$ cat src/rtl/bias_sched_pkg.sv
`default_nettype none
// ============================================================================
// Module      : bias_sched_pkg
// Description : Layer bias table and FSM encoding for the bias fetch scheduler.
// Revision    : 1.0 - initial release
// ============================================================================
package bias_sched_pkg;

    localparam int NUM_LAYERS   = 5;
    localparam int LAYER_BASE_W = 6;
    localparam int LAYER_CNT_W  = 5;

    typedef enum logic [1:0] {
        ST_IDLE  = 2'd0,
        ST_FETCH = 2'd1,
        ST_DRAIN = 2'd2
    } state_t;

    // Entries beyond NUM_LAYERS return 0; callers must qualify with a range check.
    function automatic logic [LAYER_BASE_W-1:0] layer_base(input logic [2:0] sel);
        case (sel)
            3'd0:    return 6'd0;
            3'd1:    return 6'd8;
            3'd2:    return 6'd24;
            3'd3:    return 6'd40;
            3'd4:    return 6'd48;
            default: return 6'd0;
        endcase
    endfunction

    function automatic logic [LAYER_CNT_W-1:0] layer_cnt(input logic [2:0] sel);
        case (sel)
            3'd0:    return 5'd8;
            3'd1:    return 5'd16;
            3'd2:    return 5'd16;
            3'd3:    return 5'd8;
            3'd4:    return 5'd1;
            default: return 5'd0;
        endcase
    endfunction

endpackage
`default_nettype wire

$ cat src/rtl/bias_skid_fifo.sv
`default_nettype none
// ============================================================================
// Module      : bias_skid_fifo
// Description : DEPTH x WIDTH synchronous FIFO with occupancy count and clear.
// Revision    : 1.0 - initial release
// ============================================================================
module bias_skid_fifo #(
    parameter int DEPTH   = 4,
    parameter int WIDTH   = 40,
    parameter int COUNT_W = $clog2(DEPTH + 1)
) (
    input  logic               clk,
    input  logic               rst_n,
    input  logic               clr,
    input  logic               push,
    input  logic [WIDTH-1:0]   din,
    input  logic               pop,
    output logic [WIDTH-1:0]   dout,
    output logic [COUNT_W-1:0] count
);

    localparam int PW = (DEPTH > 1) ? $clog2(DEPTH) : 1;

    logic [WIDTH-1:0]   r_mem [DEPTH];
    logic [PW-1:0]      r_rd;
    logic [PW-1:0]      r_wr;
    logic [COUNT_W-1:0] r_count;
    logic               w_push;
    logic               w_pop;

    function automatic logic [PW-1:0] ptr_next(input logic [PW-1:0] p);
        return (p == PW'(DEPTH - 1)) ? '0 : p + 1'b1;
    endfunction

    assign w_push = push && (r_count != COUNT_W'(DEPTH));
    assign w_pop  = pop && (r_count != '0);

    always_ff @(posedge clk or negedge rst_n) begin
        if (!rst_n) begin
            for (int i = 0; i < DEPTH; i++) r_mem[i] <= '0;
            r_rd    <= '0;
            r_wr    <= '0;
            r_count <= '0;
        end else if (clr) begin
            r_rd    <= '0;
            r_wr    <= '0;
            r_count <= '0;
        end else begin
            if (w_push) begin
                r_mem[r_wr] <= din;
                r_wr        <= ptr_next(r_wr);
            end
            if (w_pop) r_rd <= ptr_next(r_rd);
            case ({w_push, w_pop})
                2'b10:   r_count <= r_count + 1'b1;
                2'b01:   r_count <= r_count - 1'b1;
                default: r_count <= r_count;
            endcase
        end
    end

    assign dout  = r_mem[r_rd];
    assign count = r_count;

endmodule
`default_nettype wire

$ cat src/rtl/bias_fetch_sched.sv
`default_nettype none
// ============================================================================
// Module      : bias_fetch_sched
// Description : Per-layer bias BRAM read sequencer feeding the core bias FIFO.
//               Define BIAS_SCHED_STALL_CNT_EN to add the stall_cnt output.
// Revision    : 1.0 - initial release
// ============================================================================
module bias_fetch_sched
    import bias_sched_pkg::*;
#(
    parameter int MEM_SIZE   = 40,
    parameter int ADDR_W     = 6,
    parameter int RD_LAT     = 2,
    parameter int SKID_DEPTH = 4
) (
    input  logic                clk,
    input  logic                rst_n,
    input  logic                start,
    input  logic [2:0]          layer_sel,
    input  logic                flush,
    output logic [ADDR_W-1:0]   bram_addr,
    output logic                bram_ena,
    output logic                bram_regce,
    input  logic [MEM_SIZE-1:0] bram_dout,
    input  logic                full,
    output logic                wef,
    output logic [MEM_SIZE-1:0] dout,
    output logic                busy,
    output logic                done,
    output logic                err
`ifdef BIAS_SCHED_STALL_CNT_EN
    ,
    output logic [15:0]         stall_cnt
`endif
);

    localparam int SKID_CW = $clog2(SKID_DEPTH + 1);

    state_t                 r_state;
    logic [ADDR_W-1:0]      r_addr;
    logic [LAYER_CNT_W-1:0] r_remaining;
    logic [RD_LAT-1:0]      r_vld;
    logic                   r_err;

    logic [SKID_CW-1:0]     w_skid_count;
    int                     w_inflight;
    logic                   w_credit;
    logic                   w_issue;
    logic                   w_capture;
    logic                   w_wef;
    logic                   w_done_last;
    logic                   w_layer_ok;
    logic                   w_start_ok;

    // Credit covers both in-flight reads and buffered words, so the skid FIFO
    // can always absorb every read already issued.
    always_comb begin
        w_inflight  = $countones(r_vld);
        w_credit    = (w_inflight + int'(w_skid_count)) < SKID_DEPTH;
        w_issue     = (r_state == ST_FETCH) && w_credit && !flush;
        w_capture   = r_vld[RD_LAT-1];
        w_wef       = (w_skid_count != '0) && !full && !flush;
        w_done_last = (r_state == ST_DRAIN) && w_wef && (w_inflight == 0)
                      && (int'(w_skid_count) == 1);
        w_layer_ok  = int'(layer_sel) < NUM_LAYERS;
        w_start_ok  = (r_state == ST_IDLE) && start && !flush;
    end

    always_ff @(posedge clk or negedge rst_n) begin
        if (!rst_n) begin
            r_state     <= ST_IDLE;
            r_addr      <= '0;
            r_remaining <= '0;
            r_err       <= 1'b0;
        end else begin
            r_err <= 1'b0;
            if (flush) begin
                r_state <= ST_IDLE;
            end else begin
                case (r_state)
                    ST_IDLE: begin
                        if (start) begin
                            if (w_layer_ok) begin
                                r_state     <= ST_FETCH;
                                r_addr      <= ADDR_W'(layer_base(layer_sel));
                                r_remaining <= layer_cnt(layer_sel);
                            end else begin
                                r_err <= 1'b1;
                            end
                        end
                    end
                    ST_FETCH: begin
                        if (w_issue) begin
                            r_remaining <= r_remaining - 1'b1;
                            // Hold the address on the final issue so it never leaves the layer window.
                            if (r_remaining == LAYER_CNT_W'(1)) r_state <= ST_DRAIN;
                            else                                r_addr  <= r_addr + 1'b1;
                        end
                    end
                    ST_DRAIN: begin
                        if (w_done_last) r_state <= ST_IDLE;
                    end
                    default: r_state <= ST_IDLE;
                endcase
            end
        end
    end

    generate
        if (RD_LAT == 1) begin : g_lat1
            always_ff @(posedge clk or negedge rst_n) begin
                if (!rst_n) r_vld <= '0;
                else        r_vld <= w_issue;
            end
            assign bram_regce = w_issue;
        end else begin : g_latn
            always_ff @(posedge clk or negedge rst_n) begin
                if (!rst_n)     r_vld <= '0;
                else if (flush) r_vld <= '0;
                else            r_vld <= {r_vld[RD_LAT-2:0], w_issue};
            end
            assign bram_regce = r_vld[RD_LAT-2];
        end
    endgenerate

    bias_skid_fifo #(
        .DEPTH   (SKID_DEPTH),
        .WIDTH   (MEM_SIZE),
        .COUNT_W (SKID_CW)
    ) u_skid (
        .clk   (clk),
        .rst_n (rst_n),
        .clr   (flush),
        .push  (w_capture),
        .din   (bram_dout),
        .pop   (w_wef),
        .dout  (dout),
        .count (w_skid_count)
    );

    always_ff @(posedge clk) begin
        if (rst_n && !flush)
            assert (!(w_capture && !w_wef && (int'(w_skid_count) >= SKID_DEPTH)));
    end

`ifdef BIAS_SCHED_STALL_CNT_EN
    logic [15:0] r_stall_cnt;

    always_ff @(posedge clk or negedge rst_n) begin
        if (!rst_n) begin
            r_stall_cnt <= '0;
        end else if (w_start_ok && w_layer_ok) begin
            r_stall_cnt <= '0;
        end else if ((r_state != ST_IDLE) && (w_skid_count != '0) && full
                     && (r_stall_cnt != 16'hFFFF)) begin
            r_stall_cnt <= r_stall_cnt + 1'b1;
        end
    end

    assign stall_cnt = r_stall_cnt;
`endif

    assign bram_addr = r_addr;
    assign bram_ena  = w_issue;
    assign wef       = w_wef;
    assign busy      = (r_state != ST_IDLE);
    assign done      = w_done_last | r_err;
    assign err       = r_err;

endmodule
`default_nettype wire

$ cat config.mk
export PLATFORM = sky130hd
export DESIGN_NAME = bias_fetch_sched
export DESIGN_NICKNAME = d
export VERILOG_FILES = /design/src/rtl/bias_sched_pkg.sv /design/src/rtl/bias_skid_fifo.sv /design/src/rtl/bias_fetch_sched.sv
export SDC_FILE = /design/constraint.sdc
export NUM_CORES = 1
export LEC_CHECK = 0
export CAP_MARGIN = 20
export CORE_MARGIN = 2
export CORE_UTILIZATION = 51
export CTS_CLUSTER_SIZE = 25
export DETAILED_ROUTE_END_ITERATION = 8
export HOLD_SLACK_MARGIN = 0.06
export PLACE_DENSITY_LB_ADDON = 0.25
export SYNTH_ARGS = -nofsm -noshare
export SYNTH_HDL_FRONTEND = slang
export SYNTH_SLANG_ARGS = --single-unit
$ cat constraint.sdc
create_clock -name clk -period 2.2 [get_ports clk]
set_input_delay 0.33 -clock clk [delete_from_list [all_inputs] [get_ports clk]]
set_output_delay 0.33 -clock clk [all_outputs]
set_load 0.03 [all_outputs]
==> reports/metrics.cfg <==
[min_path]
hold_path.class = in -> async

[worst_setup_path]
r2r_slack_ps = 90
crit_family = multiplexers
max_stage_delay_ps = 540
critPathLaunchType = register
crit_buf_inv = 3
crit_path_cell_trace = buf_8 > buf_6 > mux4_2 > buf_6
rr_worst_depth = 8
worstSetupPathType = reg -> out
cp.required_ps = 1870
arrival_ps = 1910
cp_max_fo = 6
r2r-start = r_vld[1]
crit_top_cell = buf_6
crit_slowest_cell = mux4_2
timing.rr.end = bram_addr[5]
cp-end-kind = output port

[placed_design]
dpl.hpwl_um = 12000
portBuffers = 99
dpl-instance-area_um2 = 10500
gp_congestion = 0.804

[timing]
period_minus_slack_ps = 2240
rsz0062_at_grt = yes
fin_ws_ps = -38.5
min_period_over_period = 1.02
slew_headroom = 0.523
report.final.setup_viol = 10
fin_setup_tns_ps = -119
finalHoldViolCount = 0
fin_skew_ps = 10.2
maxSlewViolCount = 0
clock.fmax_ghz = 0.447
worstMarginPinSlew_ps = 714

[yosys]
seq_area_frac_synth = 0.497
async_flop_share = 1.00
synth_warnings = 0
synth_area_um2 = 9220
synthCells = 546
syn_area_per_cell_um2 = 16.9
synth_nets = 605
synth_ff_type = dfrtp_1
synth_cell_type_count = 51
synth_edf_count = 0
ys_ff_latch = 183

[global_route]
antenna_found_initial = 0
grt_pass1_wl_um = 32100
grt_pass1_vias = 5822
grt-ovfl-total = 0
grt_usage = 0.211
grt_max_degree = 53

[route]
ant_nets = 0
totalWireLength_um = 19200
num_vias = 5124
initialDrtViolationCount = 246
viasPerCell = 5.56
first_pass_iters = 4
wl_per_cell_um = 20.9
route.detailed.drc = 0

[cells_and_area]
drive_gt1_frac = 0.496
final_common_cell = dfrtp_1
final_cell_mix = 179 x dfrtp_1, 160 x mux2_4, 55 x clkdlybuf4s50_1, 40 x mux4_2, 32 x buf_4
post-route-cell-area_um2 = 11300
final_util = 0.632
final_nets = 738
synthToLayoutAreaGrowth_pct = 22.4
antenna_cells = 0

[floorplanning]
pin_count = 100
die_area_um2 = 19200
core_um2 = 17800
start_util = 0.517
rows = 49
die_h_um = 138
chipWidth_um = 138

[clock_tree]
clockRootBuffer = clkbuf_16
tritoncts = done
clk_latency_ps = 430
clock-sinks = 183
htree_levels = 4
numCtsBuffers = 17
clk_path_buf_depth = 2
path_clk_slew_ps = 70

[power_and_ir_drop]
ir_worst_vdd_mv = 0.741
leakagePower_uw = 0.00559
power.total_uw = 12500
powerDensity_nw_per_um2 = 1110

[run_status]
status = finished with violations
violations = setup timing

[flow_run]
maxCapViolCount = 0

==> state kept, by name, indices dropped and copies added (netlist names) <==
register	flops
u_skid.r_mem	160
bram_addr	6
r_remaining	5
u_skid.count	3
r_state	2
r_vld	2
u_skid.r_rd	2
u_skid.r_wr	2
err	1
==> logic make-up after synthesis <==
| group | after synthesis | share of synthesized area |
|---|---|---|
| simple gates | 69 | 0.0489 |
| xor+xnor | 8 | 0.00760 |
| buf+inv | 39 | 0.0447 |
| fa+ha+maj | 11 | 0.0157 |
| mux | 203 | 0.362 |
| flops | 183 | 0.497 |
| compound gates | 33 | 0.0244 |
==> cells in the mapped netlist (2+ instances only) <==
cell type  count  area [um^2]
dfrtp_1      183         4580
mux2_4       160         2400
mux4_2        40          901
buf_12        16          320
nor2_1        16         60.1
ha_1          10          125
nand2_1       10         37.5
o21ai_0        9         45.0
inv_1          8         30.0
nor3_1         7         35.0
buf_1          6         22.5
a21oi_1        5         25.0
clkbuf_1       5         18.8
nand3_1        5         25.0
xnor2_1        5         43.8
buf_2          4         20.0
nand2_8        4         80.1
nand4_1        4         25.0
nor3b_1        4         30.0
and3b_1        3         26.3
nand2b_1       3         18.8
xor2_1         3         26.3
a22oi_1        2         15.0
a2bb2oi_1      2         17.5
a31oi_1        2         12.5
and2_1         2         12.5
mux2i_1        2         20.0
nor2b_1        2         12.5
o22ai_1        2         12.5
==> area by class of cell <==
cell class | count | area, um^2
Inverter | 8 | 30.0
Clock inverter | 14 | 220
Tap cell | 229 | 287
Fill cell | 1261 | 6560
Clock buffer | 18 | 429
Timing Repair Buffer | 145 | 1420
Sequential cell | 183 | 4590
Multi-Input combinational cell | 324 | 4300
==> metrics by stage <==
step                      std cells  worst slack (ps)  hold WS [ps]
after floorplan                 546              36.5          34.4
after global placement          877              11.9           290
after detailed placement        877             -44.4           299
after CTS                       920              -158           406
after global routing            921             -95.6           435
final                           921             -38.5           398
==> power breakdown <==
part           switching [uW]  internal (uW)
Sequential                435           3930
Combinational            2290           2450
Clock                    1360           2030
Total                    4080           8410
==> repair_timing <==
| action | in CTS | in global routing |
|---|---|---|
| gates cloned | 0 | 1 |
| hold endpoints to repair | 44 | 0 |
| setup buffers | 11 | 1 |
| pin swaps | 3 | 0 |
| hold buffers | 1 | 0 |
| setup endpoints to repair | 40 | 40 |
| resized for setup | 179 | 67 |
==> worst max path at each step <==
stage	from	to	slack [ps]	cells past startpoint
after floorplan	u_skid.count[0]	u_skid.count[2]	40	7
after global placement	flush	u_skid.count[2]	10	7
after detailed placement	flush	u_skid.count[2]	-40	7
after CTS	u_skid.r_rd[0]	dout[31]	-160	3
after global routing	u_skid.r_rd[0]	dout[6]	-100	4
final	u_skid.r_rd[0]	dout[6]	-40	4
==> routing by layer <==
metal	vias up	track usage	wire length, um
met5	-	0	0
met4	0	0.0478	118
met3	10	0.0409	608
met2	90	0.350	9560
met1	2739	0.292	8960
li1	2285	-	-
Power figures use the tool's default switching activity.
